--- src/rtl/video_timing_pkg.sv ---
// video_timing_pkg: recovery FSM state type and 720p timing defaults shared by the video blocks
package video_timing_pkg;
  typedef enum logic [1:0] {SEEK, ALIGN, TRACK} recover_state_t;
  localparam int DEF_ACTIVE_H_PIXELS = 1280;
  localparam int DEF_H_FRONT_PORCH   = 110;
  localparam int DEF_H_SYNC_WIDTH    = 40;
  localparam int DEF_H_BACK_PORCH    = 220;
  localparam int DEF_ACTIVE_LINES    = 720;
  localparam int DEF_V_FRONT_PORCH   = 5;
  localparam int DEF_V_SYNC_WIDTH    = 5;
  localparam int DEF_V_BACK_PORCH    = 20;
  localparam int DEF_LOCK_FRAMES     = 2;
endpackage

--- src/rtl/sync_edge_det.sv ---
// sync_edge_det: registers one bit and flags its rising (RISING=1) or falling (RISING=0) edge
//   clk_pixel_in / rst_in : pixel clock, synchronous active-low reset
//   d : raw input bit, q : registered copy, pulse : edge flag
// The edge is taken between the incoming bit and its registered copy, so the pulse is
// high in the cycle before q shows the new level; an action loaded on the pulse lines up
// with the first cycle q carries that level.
module sync_edge_det #(
  parameter bit RISING = 1'b1
) (
  input  logic clk_pixel_in,
  input  logic rst_in,
  input  logic d,
  output logic q,
  output logic pulse
);
  always_ff @(posedge clk_pixel_in) q <= rst_in & d;
  assign pulse = RISING ? (d & ~q) : (~d & q);
endmodule

--- src/rtl/video_sig_recover.sv ---
// video_sig_recover: locks a flywheel to an incoming hs/vs/ad stream and regenerates coordinates
//   clk_pixel_in / rst_in : pixel clock, synchronous active-low reset
//   hs_in, vs_in, ad_in   : raw syncs and data-enable
//   hcount_out/vcount_out : recovered coordinates (0 while not tracking), aligned with ad_out
//   hs_out, vs_out, ad_out: inputs delayed two cycles
//   nf_out, fc_out        : new-frame pulse while locked, frame count 0..59
//   locked_out, err_out   : flywheel locked, one-cycle timing-violation pulse
module video_sig_recover import video_timing_pkg::*; #(
  parameter int ACTIVE_H_PIXELS = DEF_ACTIVE_H_PIXELS,
  parameter int H_FRONT_PORCH   = DEF_H_FRONT_PORCH,
  parameter int H_SYNC_WIDTH    = DEF_H_SYNC_WIDTH,
  parameter int H_BACK_PORCH    = DEF_H_BACK_PORCH,
  parameter int ACTIVE_LINES    = DEF_ACTIVE_LINES,
  parameter int V_FRONT_PORCH   = DEF_V_FRONT_PORCH,
  parameter int V_SYNC_WIDTH    = DEF_V_SYNC_WIDTH,
  parameter int V_BACK_PORCH    = DEF_V_BACK_PORCH,
  parameter int LOCK_FRAMES     = DEF_LOCK_FRAMES,
  localparam int TOTAL_COLS  = ACTIVE_H_PIXELS + H_FRONT_PORCH + H_SYNC_WIDTH + H_BACK_PORCH,
  localparam int TOTAL_LINES = ACTIVE_LINES + V_FRONT_PORCH + V_SYNC_WIDTH + V_BACK_PORCH,
  localparam int HW = $clog2(TOTAL_COLS),
  localparam int VW = $clog2(TOTAL_LINES)
) (
  input  logic          clk_pixel_in,
  input  logic          rst_in,
  input  logic          hs_in,
  input  logic          vs_in,
  input  logic          ad_in,
  output logic [HW-1:0] hcount_out,
  output logic [VW-1:0] vcount_out,
  output logic          hs_out,
  output logic          vs_out,
  output logic          ad_out,
  output logic          nf_out,
  output logic [5:0]    fc_out,
  output logic          locked_out,
  output logic          err_out
);
  localparam int GW = $clog2(LOCK_FRAMES + 1);
  recover_state_t state, state_nxt;
  logic [HW-1:0] h;
  logic [VW-1:0] v;
  logic [GW-1:0] good;
  logic hs_r, vs_r, ad_r, vs_fall, ad_rise;
  logic trk, h_wrap, v_wrap, frame_end, exp_ad, exp_vs, err;
  sync_edge_det #(.RISING(1'b0)) u_vs (
    .clk_pixel_in(clk_pixel_in), .rst_in(rst_in), .d(vs_in), .q(vs_r), .pulse(vs_fall)
  );
  sync_edge_det #(.RISING(1'b1)) u_ad (
    .clk_pixel_in(clk_pixel_in), .rst_in(rst_in), .d(ad_in), .q(ad_r), .pulse(ad_rise)
  );
  assign trk       = state == TRACK;
  assign h_wrap    = int'(h) == TOTAL_COLS - 1;
  assign v_wrap    = int'(v) == TOTAL_LINES - 1;
  assign frame_end = trk && h_wrap && v_wrap;
  assign exp_ad    = int'(h) < ACTIVE_H_PIXELS && int'(v) < ACTIVE_LINES;
  assign exp_vs    = int'(v) >= ACTIVE_LINES + V_FRONT_PORCH
                  && int'(v) < ACTIVE_LINES + V_FRONT_PORCH + V_SYNC_WIDTH;
  // h/v describe the pixel currently held in the input registers
  assign err       = trk && (ad_r != exp_ad || (h == '0 && vs_r != exp_vs));
  assign nf_out    = locked_out && int'(hcount_out) == ACTIVE_H_PIXELS
                  && int'(vcount_out) == ACTIVE_LINES;
  always_comb begin
    state_nxt = state;
    if (err) state_nxt = SEEK;
    else if (state == SEEK && vs_fall) state_nxt = ALIGN;
    else if (state == ALIGN && ad_rise) state_nxt = TRACK;
  end
  always_ff @(posedge clk_pixel_in) begin
    if (!rst_in) begin
      state      <= SEEK;
      h          <= '0;
      v          <= '0;
      good       <= '0;
      hs_r       <= 1'b0;
      {hs_out, vs_out, ad_out, locked_out, err_out} <= '0;
      hcount_out <= '0;
      vcount_out <= '0;
      fc_out     <= '0;
    end else begin
      state      <= state_nxt;
      hs_r       <= hs_in;
      {hs_out, vs_out, ad_out} <= {hs_r, vs_r, ad_r};
      hcount_out <= trk ? h : '0;
      vcount_out <= trk ? v : '0;
      err_out    <= err;
      // flywheel parks at 0 outside TRACK so entry from ALIGN starts at the first active pixel
      h          <= trk ? (h_wrap ? '0 : h + 1'b1) : '0;
      v          <= trk ? (h_wrap ? (v_wrap ? '0 : v + 1'b1) : v) : '0;
      good       <= err ? '0 : ((frame_end && int'(good) != LOCK_FRAMES) ? good + 1'b1 : good);
      locked_out <= err ? 1'b0 : ((frame_end && int'(good) >= LOCK_FRAMES - 1) ? 1'b1 : locked_out);
      fc_out     <= nf_out ? (fc_out == 6'd59 ? '0 : fc_out + 1'b1) : fc_out;
    end
  end
endmodule

--- config.mk ---
export PLATFORM = sky130hd
export DESIGN_NAME = video_sig_recover
export DESIGN_NICKNAME = d
export VERILOG_FILES = /design/src/rtl/video_timing_pkg.sv /design/src/rtl/sync_edge_det.sv /design/src/rtl/video_sig_recover.sv
export SDC_FILE = /design/constraint.sdc
export NUM_CORES = 1
export LEC_CHECK = 0
export CORE_ASPECT_RATIO = 1.5
export CORE_UTILIZATION = 57
export DETAILED_ROUTE_END_ITERATION = 16
export PLACE_DENSITY = 0.93
export SYNTH_ARGS = -nofsm -noshare
export SYNTH_HDL_FRONTEND = slang
export SYNTH_SLANG_ARGS = --single-unit
--- constraint.sdc ---
create_clock -name clk_pixel_in -period 4.15 [get_ports clk_pixel_in]
set_input_delay 0.6225 -clock clk_pixel_in [delete_from_list [all_inputs] [get_ports clk_pixel_in]]
set_output_delay 0.6225 -clock clk_pixel_in [all_outputs]
set_load 0.05 [all_outputs]
# ---- Yosys cells after proc, flatten, opt, wreduce, memory -nomap -nowiden
# Cells that the tools add are included.
dict set report word_totals {
  inputBits 5
  reg_bits 60
}
dict set report classes {
  eq_ne 10
  n_reduce_logical 20
  addsub 4
  muxes 4
  order_cmp 5
  bitwise 8
}
# cell count
set ops {}
lappend ops {{equality test 10 bit, second input constant} 2}
lappend ops {{less-than comparator 10 bit, second input constant} 2}
lappend ops {{logical AND 1 bit} 12}
lappend ops {{adder 11 x 1 -> 11 bit, second input constant} 1}
lappend ops {{equality test 11 x 10 -> 1 bit, second input constant} 1}
lappend ops {{equality test 11 bit, second input constant} 1}
lappend ops {{logical NOT 11 bit} 1}
lappend ops {{less-than comparator 11 bit, second input constant} 1}
lappend ops {{adder 10 x 1 -> 10 bit, second input constant} 1}
lappend ops {{>= comparator 10 bit, second input constant} 1}
lappend ops {{two-way mux 10 bit} 1}
lappend ops {{adder 6 x 1 -> 6 bit, second input constant} 1}
lappend ops {{equality test 6 bit, second input constant} 1}
lappend ops {{two-way mux 6 bit} 1}
lappend ops {{OR reduction 3 bit} 2}
lappend ops {{AND 1 bit} 4}
lappend ops {{inverter 1 bit} 4}
lappend ops {{adder 2 x 1 -> 2 bit, second input constant} 1}
lappend ops {{equality test 2 x 1 -> 1 bit, second input constant} 1}
lappend ops {{equality test 2 bit, second input constant} 1}
lappend ops {{>= comparator 2 x 1 -> 1 bit, second input constant} 1}
lappend ops {{logical NOT 2 bit} 1}
lappend ops {{two-way mux 1 bit} 2}
lappend ops {{inequality test 1 bit} 2}
lappend ops {{other kinds (5)} 5}

# ---- Depth between registers and ports, before layout
# Gate-level depths: netlist of the first run.
dict set report logic_depth {
  ltp_word 7
  depth_mapped 8
}

# ---- By module
# From an unflattened synthesis of the first run, not the netlist that was laid out.
dict set report unflattened {
  hier_cells 263
  area_unflattened_um2 2504.9
}
# module instances cells_per_inst area_each_um2
set by_module_without_submodules {}
lappend by_module_without_submodules {video_sig_recover 1 257 2428.6}
lappend by_module_without_submodules {{sync_edge_det (u_ad)} 1 3 40.0}
lappend by_module_without_submodules {{sync_edge_det (u_vs)} 1 3 36.3}

# ---- Worst setup path before layout of the first run
# No wires, ideal clock.
dict set report synth_timing {
  path_kind {reg-to-output}
  from {reg hcount_out[5]}
  to {out nf_out}
  path_slack_ps 1558
  path_buffers 0
  t_required_ps 3527
  path_stages_with_launch 3
  arrival_time_ps 1970
  cell_sequence {dfxtp_1 > or4_4 > nor4b_4}
}
dict set report synth_between {
  elab_chain_cells 3
}
# element line_no
set synth_lines {}
lappend synth_lines {{from (decl)} video_sig_recover.sv:28} ;# output logic [HW-1:0] hcount_out,
lappend synth_lines {{from (signal assigned)} video_sig_recover.sv:83} ;# hcount_out <= trk ? h : '0;
lappend synth_lines {{equality test 11 bit} video_sig_recover.sv:60} ;# assign nf_out = locked_out && int'(hcount_out) == ACTIVE_H_PIXELS
lappend synth_lines {{logical AND 1 bit} video_sig_recover.sv:60}
lappend synth_lines {{logical AND 1 bit} video_sig_recover.sv:61} ;# && int'(vcount_out) == ACTIVE_LINES;
lappend synth_lines {{to (decl)} video_sig_recover.sv:33} ;# output logic nf_out,
# Every way passes these cells.

# ---- Worst setup path after layout of the first run
dict set report layout_timing {
  from {reg vcount_out[0]}
  to {out nf_out}
}
dict set report layout_between {
  elab_chain_cells 2
}
# element line_no
set layout_lines {}
lappend layout_lines {{from (decl)} video_sig_recover.sv:29} ;# output logic [VW-1:0] vcount_out,
lappend layout_lines {{from (signal assigned)} video_sig_recover.sv:84} ;# vcount_out <= trk ? v : '0;
lappend layout_lines {{equality test 10 bit} video_sig_recover.sv:61}
lappend layout_lines {{logical AND 1 bit} video_sig_recover.sv:61}
# Every way passes these cells.

==> results of run 1 <==
==> per-stage QoR <==
step | util, % | total power, mW
floorplan | - | 0.608
global placement | 70.7 | 0.617
detailed placement | 70.7 | 0.618
CTS | 74.8 | 1.06
global route | 74.8 | 1.09
finish | 74.8 | 1.06
==> synthesized netlist by cell type (all sizes together), types with 3 or more instances <==
| cell | n |
|---|---|
| a21oi | 6 |
| and2 | 20 |
| and3 | 4 |
| clkbuf | 5 |
| dfxtp | 60 |
| ha | 9 |
| inv | 11 |
| mux2i | 4 |
| nand2 | 13 |
| nand2b | 5 |
| nand3 | 8 |
| nand4 | 7 |
| nor2 | 28 |
| nor3 | 11 |
| nor4 | 4 |
| o21ai | 9 |
| or3 | 3 |
| or4 | 3 |
| xnor2 | 9 |
| xor2 | 8 |
==> worst paths after layout <==
check                startpoint  cells after the start  slack [ns]         to
setup / recovery  vcount_out[0]                      4        0.56     nf_out
hold / removal             hs_r                      1        0.45     hs_out
setup reg to reg  vcount_out[0]                      6        1.77  fc_out[2]
hold reg to reg            hs_r                      1        0.45     hs_out
==> state kept, by name, summed over array words and instances, names as in the netlist <==
| name | flops |
|---|---|
| state | 2 |
| hs_r | 1 |
| hs_out | 1 |
| vs_out | 1 |
| v | 10 |
| locked_out | 1 |
| u_vs.q | 1 |
| u_ad.q | 1 |
| err_out | 1 |
| good | 2 |
| ad_out | 1 |
| fc_out | 6 |
| hcount_out | 11 |
| vcount_out | 10 |
| h | 11 |
==> power by group through the flow <==
stage,Combinational [mW],Clock [mW],Sequential [mW]
floorplan,0.0100,0,0.598
global placement,0.0228,0,0.594
detailed placement,0.0233,0,0.595
CTS,0.0236,0.459,0.582
global route,0.0253,0.486,0.582
finish,0.0235,0.451,0.582
==> metal layers <==
layer	track usage, %	vias up	share of wire (%)
met5	0	-	0
met4	14.8	0	3.1
met3	7.56	14	4.4
met2	46.4	72	54
met1	26.0	951	38
li1	-	969	-
==> final cells by class <==
cell class	instances	share of cell area [%]
clock buffers	13	5.27
flip-flops and latches	60	39.8
multi-input cells	175	38.7
well taps	45	1.87
clock inverters	2	0.332
inverters	12	1.49
repair buffers	38	12.5
==> worst max-delay path, stage by stage, from the launching register on <==
cell and delay [ns]:
dfxtp_1 0.31, nor4_1 0.60, nand4_1 0.25, nor4b_4 0.57
clkdlybuf4s50_1 0.91
==> kinds of logic after synthesis <==
kind of cell	Yosys count
xor+xnor	17
compound gates	29
fa+ha+maj	9
flops	60
simple gates	116
buf+inv	18
mux	4
==> results.md, run 1 <==
* Total routed wirelength at 5280 um
* Core area at 4030 sq um
* Leak Pwr at 1.05 nW
* First-pass GRT wire length at 8910 um
* Post-DP HPWL at 3730 um
* Final hold violations at 0
* XOR/XNOR share of the synthesized area at 6.12%
* Chip width at 55.4 um
* Cell Area, Synth at 2430 sq um
* Tmin final at 3.59 ns
* Nets at 310
* Distinct cells, synth at 44
* Pin count of the biggest net entering global routing at 18
* Clk Latency, worst-skew pair at 0.33 ns
* Switch Pwr at 223 uW
* Final Wtd Congestion at 0.867
* Post-CTS Hold Fix Bufs at 0
* Final non-filler cell total at 345
* Fin Setup TNS at 0 ns
* Cts bufs inserted at 9
* Crit Path Class: reg2out
* Fin crit share at 86.6%
* Seq. cell area at 1200 sq um
* Setup crit end kind: output pin
* Adder-Cell Fraction of Synth Area at 4.62%
* Worst Path Max Fanout at 8
* Yosys top cell by area: dfxtp_1
* Filler cell count at 253
* Vias in the first global route at 1979
* DR pass1 iterations at 4
* Clock buffer depth at 2
* Status: completed
* Critical path arrival at 2.97 ns
* Net Sw Frac at 21.1%
* Internal Power at 833 uW
* Setup violations, final at 0
* Slack of the critical path at 0.556 ns
* Simple-gate portion of the synthesized area at 27.5%
* Slew of the pin with the lowest slew margin at 0.657 ns
* Power density over cell area at 350 nW/um^2
* Layout cells sized above 1 at 7.33%
* Iteration-0 DRC Markers at 136
* Area growth, synth to finish at 23.8%
* Seq pwr share at 55.1%
* Standard-cell rows at 28
* Post_cts resized at 0
* Die extent in y at 82.0 um
* Syn Nets at 267
* Post-DRT Antenna Nets at 0
* Max_cap viols at 0
* Fmax at 278 MHz
* Startpoint types: flip-flop
* Largest family of logic cells by synthesized area: simple AND/OR/NAND/NOR gates
* Antenna violations before repair at 0
* #FFs+latches synth at 60
* Syn avg cell area at 9.62 sq um
* RSZ-0062 raised after global routing: false
* Most common cell after layout, fill and taps aside: dfxtp_1
* Post-Synthesis Cells at 253
* Mux share of post-synthesis cell area at 1.64%
* Num Clock Sinks at 60
* HP Class: reg2reg
* Drc violations at 0
* Asr flop ratio synth at 0%
* Commonest cells after routing, fill and taps aside: 60 x dfxtp_1, 37 x clkdlybuf4s50_1, 28 x nor2_1
* Clock Skews at 0.00655 ns
* Post-route cell area at 3020 sq um
* Via Count at 2006
* Vias/cell at 5.81
* Routed length per instance at 15.3 um
* Post-CTS Setup Inserts at 0
* Synth Flop Type: dfxtp_1
* Port bufs at 37
* Area occupied by multi-input gates at 1170 sq um
* Synth area leaders: dfxtp_1 49%, and2_1 5.1%, ha_1 4.6%
* Starting Density at 60.4%
* Clock Pin Slew Worst Setup and Hold Paths at 0.06 ns
* EDFF count, synth at 0
* Worst VDD drop at 323 uV
* Area share of the largest cell type after synthesis at 49.3%
* Complex-gate fraction of the synthesized area at 7.97%
* Placed cell areas at 2850 sq um
* Clock root buffer: clkbuf_8
* Gate power share at 2.2%
* Post-synthesis sequential area ratio at 49.3%
* Setup WS pre-CTS at 1.03 ns
* Overall global routing resource usage at 25.5%
* Worst EP required at 3.53 ns
* Clock power frac at 42.7%
* Slew HR at 55.8%
* Cell count after placement at 330
* Number of diodes at 0
* Die area at 4540 sq um
* Hold Slack at 0.449 ns
* CTS tree: built
* Num ports at 38
* Total gr overflow at 0
* Synth Warn # at 0
* Final Max Slew Viols at 0
* Htree depth at 3
No activity file was read; power rests on OpenSTA's default activity.
==> run 2: changes to the inputs <==
clock period = 4.32 ns   (was 4.15 ns; I/O delays follow)
==> run 2 against run 1 <==
Net effect: global-route usage rose by 0.31 points; highest routed layer unchanged; total power fell by 3.3%; register-to-register slack improved by 0.27 ns; critical endpoint unchanged.
==> results.md, run 2 (same netlist as run 1, synthesis figures left out) <==
* Worst VDD drop at 443 uV (+37%)
* Num ports at 38 (unchanged)
* Routed length per instance at 15.8 um (+3.2%)
* Post-DP HPWL at 3800 um (+1.7%)
* Startpoint types: flip-flop
* Power density over cell area at 339 nW/um^2 (-3.3%)
* Chip width at 55.4 um (unchanged)
* Final hold violations at 0 (unchanged)
* Max_cap viols at 0 (unchanged)
* Fin crit share at 81.2%
* Port bufs at 37 (unchanged)
* RSZ-0062 raised after global routing: false
* Htree depth at 3 (unchanged)
* Total routed wirelength at 5450 um (+3.2%)
* Post-CTS Setup Inserts at 0 (unchanged)
* Slew HR at 62.0% (+6.2 points)
* Status: completed
* Number of diodes at 0 (unchanged)
* Clock Skews at 0.00847 ns (+0.00192 ns)
* Worst EP required at 3.67 ns (+0.14 ns)
* Iteration-0 DRC Markers at 181 (+33%)
* Post-CTS Hold Fix Bufs at 0 (unchanged)
* Worst Path Max Fanout at 8 (unchanged)
* Commonest cells after routing, fill and taps aside: 60 x dfxtp_1, 37 x clkdlybuf4s50_1, 28 x nor2_1
* Vias in the first global route at 1852 (-6.4%)
* Most common cell after layout, fill and taps aside: dfxtp_1
* Cell count after placement at 330 (unchanged)
* Clock buffer depth at 2 (unchanged)
* HP Class: reg2reg
* Post-DRT Antenna Nets at 0 (unchanged)
* Fin Setup TNS at 0 ns (unchanged)
* Post-route cell area at 3020 sq um (unchanged)
* DR pass1 iterations at 4 (unchanged)
* Drc violations at 0 (unchanged)
* Cts bufs inserted at 9 (unchanged)
* Setup crit end kind: output pin
* Clk Latency, worst-skew pair at 0.34 ns (about the same)
* CTS tree: built
* Slowest CP cell: clkdlybuf4s50_1
* Layout cells sized above 1 at 7.33% (unchanged)
* Starting Density at 60.4% (unchanged)
* Critical path arrival at 2.86 ns (-0.11 ns)
* Final Wtd Congestion at 0.860 (-0.82%)
* Max incr delay on CP at 0.91 ns (about the same)
* Die area at 4540 sq um (unchanged)
* Final non-filler cell total at 345 (unchanged)
* Placed cell areas at 2850 sq um (unchanged)
* Biggest regs: h (11), hcount_out (11)
* Nets at 310 (unchanged)
* Antenna violations before repair at 0 (unchanged)
* Post_cts resized at 0 (unchanged)
* Setup violations, final at 0 (unchanged)
* First-pass GRT wire length at 8870 um (-0.46%)
* Num Clock Sinks at 60 (unchanged)
* Fmax at 285 MHz
* Crit Path Class: reg2out
* Crit-path cells: nor4_1 -> nand4_1 -> nor4b_4 -> clkdlybuf4s50_1
* Leak Pwr at 1.05 nW (unchanged)
* Vias/cell at 5.79 (-0.45%)
* Clock root buffer: clkbuf_8
* Die extent in y at 82.0 um (unchanged)
* Core area at 4030 sq um (unchanged)
* Pin count of the biggest net entering global routing at 19 (+1)
* Total gr overflow at 0 (unchanged)
* Tmin final at 3.51 ns
* Standard-cell rows at 28 (unchanged)
* Final Max Slew Viols at 0 (unchanged)
* Slew of the pin with the lowest slew margin at 0.568 ns (-0.0888 ns)
* Filler cell count at 269 (+6.3%)
* Overall global routing resource usage at 25.8% (+0.31 points)
* Final Util at 74.8% (unchanged)
* Area growth, synth to finish at 23.8% (unchanged)
* Via Count at 1997 (-0.45%)
* Clock Pin Slew Worst Setup and Hold Paths at 0.06 ns (about the same)
-- run 2: final cells by class --
cell class	count	area (sq um)	area share [%]
flip-flops and latches	60	1200	39.8
multi-input cells	175	1170	38.7
repair buffers	38	378	12.5
clock buffers	13	159	5.27
well taps	45	56.3	1.87
inverters	12	45.0	1.49
clock inverters	2	10.0	0.332
-- run 2: report_power, final --
part / leakage [nW] / internal (mW) / total [mW] / switching (mW)
registers: 0.485 / 0.557 / 0.559 / 0.00253
logic: 0.476 / 0.00870 / 0.0230 / 0.0143
clock network: 0.0893 / 0.234 / 0.439 / 0.204
-- run 2: path summary, 6_finish.rpt --
path / from / slack, ns / to / cells past startpoint
worst max-delay path: vcount_out[0] / 0.81 / nf_out / 4
worst min-delay path: hs_r / 0.46 / hs_out / 1
worst max register to register: vcount_out[0] / 2.04 / fc_out[2] / 6
worst min register to register: hs_r / 0.46 / hs_out / 1
-- run 2: worst max-delay path: cells and delay by family, from the launching register on --
kind	cells	cell delay (ns)
DFF	1	0.32
buffers and inverters	1	0.91
and+or+nand+nor	3	1.29
-- run 2: layer usage --
metal	up-vias	routed length (um)	global-route usage, %
li1	963	-	-
met1	930	2060	25.4
met2	81	2910	46.7
met3	23	233	6.46
met4	0	247	19.5
met5	-	0	0
-- run 2: stage by stage --
step	hold slack, ns	setup WS (ns)	total power, mW
finish	0.464	0.813	1.02
global route	0.493	0.707	1.05
CTS	0.468	0.775	1.03
detailed placement	0.446	1.16	0.594
global placement	0.432	1.24	0.593
floorplan	0.412	1.70	0.584
==> run 3: changes to the inputs <==
CORE_UTILIZATION = 48   (was 57)
PLACE_DENSITY = 0.84   (was 0.93)
clock period = 3.1 ns   (was 4.32 ns; I/O delays follow)
==> run 3 against run 2 <==
Net effect: critical path depth did not move; die area up 18%; first-iteration DRC count down 59%; sequential share of layout area decreased by 0.34 points; critical path type unchanged; critical endpoint unchanged.
==> results.md, run 3 (same netlist as run 1, synthesis figures left out) <==
* Clock buffer depth at 2 (unchanged)
* Die area at 5370 sq um (+18%)
* Hold_sp: hs_r
* Num Clock Sinks at 60 (unchanged)
* Clk Latency, worst-skew pair at 0.33 ns (about the same)
* Internal Power at 1.09 mW (+36%)
* Clock Pin Slew Worst Setup and Hold Paths at 0.06 ns (about the same)
* Layout cells sized above 1 at 8.31% (+0.97 points)
* Tmin final at 2.58 ns
* Standard-cell rows at 31 (+11%)
* Worst EP required at 2.63 ns (-1.04 ns)
* Port bufs at 37 (unchanged)
* DR pass1 iterations at 4 (unchanged)
* Leak Pwr at 1.06 nW (+0.69%)
* Net Sw Frac at 21.4% (-0.24 points)
* Startpoint types: flip-flop
* Max_cap viols at 0 (unchanged)
* Fin Setup TNS at 0 ns (unchanged)
* Status: completed
* Nets at 312 (+0.65%)
* Cts bufs inserted at 9 (unchanged)
* Total chip power at 1.38 mW (+36%)
* Area growth, synth to finish at 24.9%
* Iteration-0 DRC Markers at 75 (-59%)
* Routed length per instance at 13.8 um (-12%)
* Switch Pwr at 297 uW (+34%)
* Post_cts resized at 0 (unchanged)
* Clock root buffer: clkbuf_8
* Worst r2r src: h[2]
* Gate power share at 2.4% (about the same)
* Slew HR at 61.5% (-0.47 points)
* Seq pwr share at 56.3% (+1.5 points)
* Post-DP HPWL at 3760 um (-0.88%)
* Overall global routing resource usage at 20.4% (-5.4 points)
* Commonest cells after routing, fill and taps aside: 60 x dfxtp_1, 36 x clkdlybuf4s50_1, 28 x nor2_1
* Drc violations at 0 (unchanged)
* Final Max Slew Viols at 0 (unchanged)
* RSZ-0062 raised after global routing: false
* Post-CTS Hold Fix Bufs at 0 (unchanged)
* Die extent in y at 89.2 um (+8.8%)
* Critical path arrival at 2.12 ns (-0.74 ns)
* Core area at 4850 sq um (+20%)
* Starting Density at 50.2% (-10 points)
* Post-CTS Setup Inserts at 0 (unchanged)
* Total routed wirelength at 5080 um (-6.9%)
* Number of diodes at 0 (unchanged)
* Vias in the first global route at 1853 (+0.054%)
* Antenna violations before repair at 0 (unchanged)
* First-pass GRT wire length at 7980 um (-10%)
* Setup crit end kind: output pin
* Biggest regs: h (11), hcount_out (11)
* Final hold violations at 0 (unchanged)
* Pin count of the biggest net entering global routing at 17 (-2)
* Htree depth at 3 (unchanged)
* Chip width at 60.2 um (+8.6%)
* Total gr overflow at 0 (unchanged)
* Fin crit share at 83.4%
* Post-DRT Antenna Nets at 0 (unchanged)
* Slew of the pin with the lowest slew margin at 0.575 ns (+0.00700 ns)
* Final Wtd Congestion at 0.747 (-13%)
* Clock Skews at 0.00597 ns (-0.00250 ns)
* Crit Path Class: reg2out
* HP Class: reg2reg
* Num ports at 38 (unchanged)
* Power density over cell area at 455 nW/um^2 (+34%)
* CP Launch Point: vcount_out[0]
* Most common cell after layout, fill and taps aside: dfxtp_1
* Worst VDD drop at 177 uV (-60%)
* Worst Path Max Fanout at 8 (unchanged)
* Clock power frac at 41.3% (-1.7 points)
* Fmax at 387 MHz
* CTS tree: built
* Setup violations, final at 0 (unchanged)
* Vias/cell at 5.32 (-8.1%)
* Via Count at 1953 (-2.2%)
-- run 3: power by group through the flow --
stage               clock [mW]  sequential (mW)  combinational, mW
global placement             0            0.796             0.0325
CTS                      0.583            0.779             0.0335
finish                   0.572            0.779             0.0331
detailed placement           0            0.796             0.0331
global route             0.617            0.779             0.0356
floorplan                    0            0.801             0.0134
-- run 3: area by class of cell --
cell class	count	area, sq um
flip-flops and latches	60	1200
clock inverters	3	15.0
fillers	393	1810
clock buffers	11	141
multi-input cells	175	1170
repair buffers	40	390
inverters	12	45.0
well taps	66	82.6
-- run 3: layer usage --
metal  global-route usage [%]  wire [um]  vias up  part of all wire, %
li1                         -          -      967                    -
met1                     19.8       1950      920                   38
met2                     36.2       2750       51                   54
met3                     6.22        232       15                  4.6
met4                     13.3        150        0                  3.0
met5                        0          0        -                    0
-- run 3: stage by stage --
| step | instance area (sq um) | util, % | std cells | setup WS [ns] | hold slack, ns |
|---|---|---|---|---|---|
| 3_3_place_gp | 2890 | 59.5 | 353 | 0.856 | 0.419 |
| 4_1_cts | 3040 | 62.7 | 367 | 0.468 | 0.444 |
| 2_1_floorplan | 2430 | - | 253 | 0.526 | 0.412 |
| 5_1_grt | 3040 | 62.7 | 367 | 0.451 | 0.473 |
| 6_report | 3040 | 62.7 | 367 | 0.516 | 0.441 |
| 3_5_place_dp | 2890 | 59.5 | 353 | 0.839 | 0.419 |
-- run 3: critical path, stage by stage, from the launching register on --
cell and delay [ns]:
dfxtp_1 0.31, nor4_1 0.36, nand4_1 0.24, nor4b_4 0.56
buf_4 0.31
-- run 3: path summary, 6_finish.rpt --
path | endpoint | slack [ns] | cells past startpoint
min reg2reg | hs_out | 0.44 | 1
max | nf_out | 0.52 | 4
min | hs_out | 0.44 | 1
max reg2reg | good[1] | 0.91 | 6
